[src/rtl/seq_frame_tx.sv]
// Serial frame transmitter: sync header then payload, MSB first, on a registered 1-bit line.
// Optional even-parity bit after the payload is enabled by defining SEQ_TX_PARITY_EN.
module seq_frame_tx #(
  parameter int                DATA_W   = 8,
  parameter int                SYNC_W   = 4,
  parameter logic [SYNC_W-1:0] SYNC     = 4'b1001,
  parameter int                GAP_BITS = 2
) (
  input  logic              clk,
  input  logic              reset,
  input  logic [DATA_W-1:0] tx_data_i,
  input  logic              tx_valid_i,
  output logic              tx_ready_o,
  output logic              dout_o,
  output logic              dout_en_o,
  output logic              busy_o,
  output logic              frame_done_o
);

  localparam int FW    = SYNC_W + DATA_W;
  localparam int MAX_A = (SYNC_W > DATA_W) ? SYNC_W : DATA_W;
  localparam int MAX_C = (MAX_A > GAP_BITS) ? MAX_A : GAP_BITS;
  localparam int CNT_W = $clog2(MAX_C + 1);

  localparam logic [CNT_W-1:0] SYNC_LD = CNT_W'(SYNC_W - 1);
  localparam logic [CNT_W-1:0] DATA_LD = CNT_W'(DATA_W - 1);
  localparam logic [CNT_W-1:0] GAP_LD  = CNT_W'((GAP_BITS > 0) ? GAP_BITS - 1 : 0);

  typedef enum logic [2:0] {
    S_IDLE = 3'd0,
    S_SYNC = 3'd1,
    S_DATA = 3'd2,
`ifdef SEQ_TX_PARITY_EN
    S_PAR  = 3'd4,
`endif
    S_GAP  = 3'd3
  } state_t;

  state_t            state_q, state_d;
  logic [CNT_W-1:0]  cnt_q, cnt_d;
  logic [FW-1:0]     frame_q, frame_d;
  logic              dout_q, dout_d;
  logic              dout_en_q, dout_en_d;
  logic              frame_done_q, frame_done_d;
`ifdef SEQ_TX_PARITY_EN
  logic              par_q, par_d;
`endif

  // State register; the serial outputs are registered alongside so they line up with state_q
  always_ff @(posedge clk) begin
    if (reset) begin
      state_q      <= S_IDLE;
      cnt_q        <= '0;
      frame_q      <= '0;
      dout_q       <= 1'b0;
      dout_en_q    <= 1'b0;
      frame_done_q <= 1'b0;
`ifdef SEQ_TX_PARITY_EN
      par_q        <= 1'b0;
`endif
    end else begin
      state_q      <= state_d;
      cnt_q        <= cnt_d;
      frame_q      <= frame_d;
      dout_q       <= dout_d;
      dout_en_q    <= dout_en_d;
      frame_done_q <= frame_done_d;
`ifdef SEQ_TX_PARITY_EN
      par_q        <= par_d;
`endif
    end
  end

  // Next-state logic; header and payload share one left-shifting register
  always_comb begin
    state_d = state_q;
    cnt_d   = cnt_q;
    frame_d = frame_q;
`ifdef SEQ_TX_PARITY_EN
    par_d   = par_q;
`endif
    case (state_q)
      S_IDLE: begin
        if (tx_valid_i) begin
          state_d = S_SYNC;
          cnt_d   = SYNC_LD;
          frame_d = {SYNC, tx_data_i};
`ifdef SEQ_TX_PARITY_EN
          par_d   = ^tx_data_i;
`endif
        end
      end
      S_SYNC: begin
        frame_d = frame_q << 1;
        if (cnt_q == '0) begin
          state_d = S_DATA;
          cnt_d   = DATA_LD;
        end else begin
          cnt_d = cnt_q - CNT_W'(1);
        end
      end
      S_DATA: begin
        frame_d = frame_q << 1;
        if (cnt_q == '0) begin
`ifdef SEQ_TX_PARITY_EN
          state_d = S_PAR;
          cnt_d   = '0;
`else
          state_d = (GAP_BITS == 0) ? S_IDLE : S_GAP;
          cnt_d   = GAP_LD;
`endif
        end else begin
          cnt_d = cnt_q - CNT_W'(1);
        end
      end
`ifdef SEQ_TX_PARITY_EN
      S_PAR: begin
        state_d = (GAP_BITS == 0) ? S_IDLE : S_GAP;
        cnt_d   = GAP_LD;
      end
`endif
      S_GAP: begin
        if (cnt_q == '0) begin
          state_d = S_IDLE;
          cnt_d   = '0;
        end else begin
          cnt_d = cnt_q - CNT_W'(1);
        end
      end
      default: begin
        state_d = S_IDLE;
        cnt_d   = '0;
      end
    endcase
  end

  // Output decode from the next state, so the registered bit appears in the state's own cycle
  always_comb begin
    dout_d       = 1'b0;
    dout_en_d    = 1'b0;
    frame_done_d = 1'b0;
    case (state_d)
      S_SYNC: begin
        dout_d    = frame_d[FW-1];
        dout_en_d = 1'b1;
      end
      S_DATA: begin
        dout_d    = frame_d[FW-1];
        dout_en_d = 1'b1;
`ifndef SEQ_TX_PARITY_EN
        frame_done_d = (cnt_d == '0);
`endif
      end
`ifdef SEQ_TX_PARITY_EN
      S_PAR: begin
        dout_d       = par_d;
        dout_en_d    = 1'b1;
        frame_done_d = 1'b1;
      end
`endif
      default: begin
        dout_d       = 1'b0;
        dout_en_d    = 1'b0;
        frame_done_d = 1'b0;
      end
    endcase
  end

  assign tx_ready_o   = (state_q == S_IDLE) && !reset;
  assign busy_o       = (state_q != S_IDLE) && !reset;
  assign dout_o       = dout_q;
  assign dout_en_o    = dout_en_q;
  assign frame_done_o = frame_done_q;

endmodule

[config.mk]
export PLATFORM = sky130hd
export DESIGN_NAME = seq_frame_tx
export DESIGN_NICKNAME = d
export VERILOG_FILES = /design/src/rtl/seq_frame_tx.sv
export SDC_FILE = /design/constraint.sdc
export NUM_CORES = 1
export LEC_CHECK = 0
export CORE_MARGIN = 8
export CORE_UTILIZATION = 55
export DETAILED_ROUTE_END_ITERATION = 8
export PLACE_DENSITY = 0.81
export SLEW_MARGIN = 20
export SYNTH_ARGS = -nofsm -noshare
export SYNTH_HDL_FRONTEND = slang
export SYNTH_SLANG_ARGS = --single-unit
[constraint.sdc]
create_clock -name clk -period 2.9 [get_ports clk]
set_clock_uncertainty 0.15 [all_clocks]
set_input_delay 0.725 -clock clk [delete_from_list [all_inputs] [get_ports clk]]
set_output_delay 0.725 -clock clk [all_outputs]
set_load 0.05 [all_outputs]
==> impl_metrics.env <==
export IMPL_dp_slack_ns=0.269
export IMPL_hpwlAfterDp_mm=1.54
export IMPL_finalCritPeriodShare_pct=90.3
export IMPL_run_status="completed"
export IMPL_postPlaceCellArea_mm2=0.00119
export IMPL_post_cts_setup_buffer_count=0
export IMPL_crit_path_cell_trace="clkdlybuf4s50_1 -> nor4_2 -> buf_12"
export IMPL_clk_pin_slew_ns=0.11
export IMPL_rows=15
export IMPL_synthTopCellsByArea="dfxtp_1 (42%), a22oi_1 (7.2%), nor2_1 (5.1%)"
export IMPL_avgViaCountPerCell=5.92
export IMPL_fin_util_pct=70.2
export IMPL_slew_headroom_pct=63.5
export IMPL_overflow=0
export IMPL_ctsHoldBuffers=0
export IMPL_grt_pass1_wl_mm=3.48
export IMPL_wl_per_cell_um=13.5
export IMPL_drtIter0Drc=29
export IMPL_area_growth_pct=17.8
export IMPL_hold_viol_final=0
export IMPL_grt_usage_pct=13.0
export IMPL_drt_wl_total_mm=2.07
export IMPL_fin_area_mm2=0.00122
export IMPL_drtPass1Iterations=4
export IMPL_yosysTopAreaCell="dfxtp_1"
export IMPL_grt_max_degree=16
export IMPL_start_util_pct=59.6
export IMPL_route_detailed_drc=0
export IMPL_required_ns=2.03
export IMPL_ir_drop_mv=0.318
export IMPL_clkSinkCount=22
export IMPL_crit_path_start_kind="input port"
export IMPL_coreArea_mm2=0.00175
export IMPL_power_density_mw_per_mm2=489
export IMPL_setup_viol=0
export IMPL_max_freq_mhz=382
export IMPL_io_buffer_count=15
export IMPL_yosysWarnings=0
export IMPL_min_path_cells=2
export IMPL_via_count=906
export IMPL_worstMarginPinSlew_ns=0.547
export IMPL_critPathSlowestCell="clkdlybuf4s50_1"
export IMPL_hold_class="reg2reg"
export IMPL_clockBufferDepth=2
export IMPL_drive_gt1_share_pct=10.9
export IMPL_maxSlewViolCount=0
export IMPL_syn_inst=117
export IMPL_finalSetupTns_ns=0
export IMPL_static_leakage_power_uw=0.000450
export IMPL_die_area_mm2=0.00354
export IMPL_maxCapViolCount=0
export IMPL_ys_flop_type="dfxtp_1"
export IMPL_ys_async_sr_fraction_pct=0
export IMPL_antenna_found_initial=0
export IMPL_ios=16
export IMPL_die_y_um=59.5
export IMPL_cp_depth=3
export IMPL_yosysMostFrequentCell="dfxtp_1"
export IMPL_htreeDepth=1
export IMPL_path_buf_inv=2
export IMPL_cts_buffers=3
export IMPL_final_nets=140
export IMPL_synth_area_per_cell_um2=8.89
export IMPL_critical_path_class="in2out"
export IMPL_cp_end_kind="output port"
export IMPL_cp_top_family="buffers and inverters"
export IMPL_cp_slowest_stage_delay_ns=0.54
export IMPL_crit_fanout=7
export IMPL_insertion_delay_ns=0.31
export IMPL_gp_congestion=0.856
export IMPL_ys_seq_area_share_pct=42.4
export IMPL_netlist_area_leader_share_pct=42.4
export IMPL_period_needed_ns=2.62
export IMPL_synthTopCellsByCount="dfxtp_1 (22), nor2_1 (14), a22oi_1 (10), nand2_1 (10), a21oi_1 (9)"
export IMPL_syn_num_nets=128
export IMPL_reg2regPathDepth=4
export IMPL_ant_nets=0
export IMPL_cts_root_buf="clkbuf_4"
export IMPL_rsz0062_at_grt="false"
export IMPL_syn_area_mm2=0.00104
export IMPL_ys_seq_elements=22
export IMPL_cts_tree="done"
export IMPL_synth_edf_count=0
export IMPL_chipWidth_um=59.5
export IMPL_ys_types=38
export IMPL_first_global_vias=827
export IMPL_fin_ws_ns=0.281
export IMPL_arrival_ns=1.74
export IMPL_cts_resized=0
export IMPL_diodes=0
[registers in the layout, indices dropped and copies added, names as in the netlist]
name and count:
frame_done_o 1, state_q 3, frame_q 12, dout_en_o 1
cnt_q 4, dout_o 1
[worst reg2reg max path: stages (launching register included)]
cell and delay, ns:
dfxtp_1 0.68, xor2_1 0.26, and2_1 0.40, mux2i_1 0.27
a21boi_0 0.11
[area by class of cell]
type,instances,area (um2)
Fill cell,142,520
Clock buffer,4,36.3
Sequential cell,22,440
Inverter,3,11.3
Multi-Input combinational cell,81,513
Tap cell,25,31.3
Timing Repair Buffer,18,193
[layout by cell type, fill, tap and decap left out, types with 2 or more instances in the layout]
| cell type | count |
|---|---|
| inv_1 | 3 |
| a21oi_1 | 9 |
| a22oi_1 | 10 |
| dfxtp_1 | 22 |
| nor4_2 | 2 |
| nor2_1 | 14 |
| nor2b_1 | 2 |
| clkdlybuf4s50_1 | 13 |
| o21ai_0 | 3 |
| buf_4 | 3 |
| xor2_1 | 2 |
| nor3_1 | 4 |
| nand2_1 | 10 |
| o21a_1 | 2 |
| buf_12 | 2 |
| clkbuf_4 | 3 |
| and2_1 | 2 |
[power breakdown]
group / internal, uW / leakage (uW) / total [uW] / switching [uW]
clock: 76.8 / 0.0000210 / 168 / 91.6
combinational: 46.8 / 0.000250 / 97.1 / 50.3
sequential: 316 / 0.000180 / 333 / 16.9
total: 440 / 0.000450 / 598 / 159
[routing by layer]
metal	share of wire, %	vias to the layer above	track usage (%)	wire length [um]
met5	0	-	0	0
met2	48	27	21.1	1010
met4	2.0	0	7.17	42
li1	-	435	-	-
met3	6.0	5	3.69	124
met1	43	439	14.8	900
[worst paths after layout]
kind	startpoint	to	slack [ns]
min	frame_q[7]$_SDFFE_PP0P_	frame_q[7]$_SDFFE_PP0P_	0.31
max	reset	tx_ready_o	0.28
max reg2reg	state_q[0]$_SDFF_PP0_	dout_o$_SDFF_PP0_	0.93
min reg2reg	frame_q[7]$_SDFFE_PP0P_	frame_q[7]$_SDFFE_PP0P_	0.31
[cells by family (layout without fill, tap and decap cells)]
logic type	Yosys count	after routing	share of synthesized area (%)
simple gates	44	44	23.9
compound gates	32	32	20.9
flops	22	22	42.4
buf+inv	14	25	8.90
xor+xnor	3	3	2.53
other cells	1	1	0.361
mux	1	1	0.963
[per-stage QoR]
| step | hold WS [ns] | total power (uW) | instances |
|---|---|---|---|
| floorplan | 0.286 | 406 | 117 |
| CTS | 0.318 | 601 | 153 |
| global route | 0.350 | 625 | 153 |
| finish | 0.313 | 598 | 153 |
| detailed placement | 0.301 | 437 | 149 |
| global placement | 0.293 | 433 | 149 |
No activity file was read; power rests on OpenSTA's default activity.
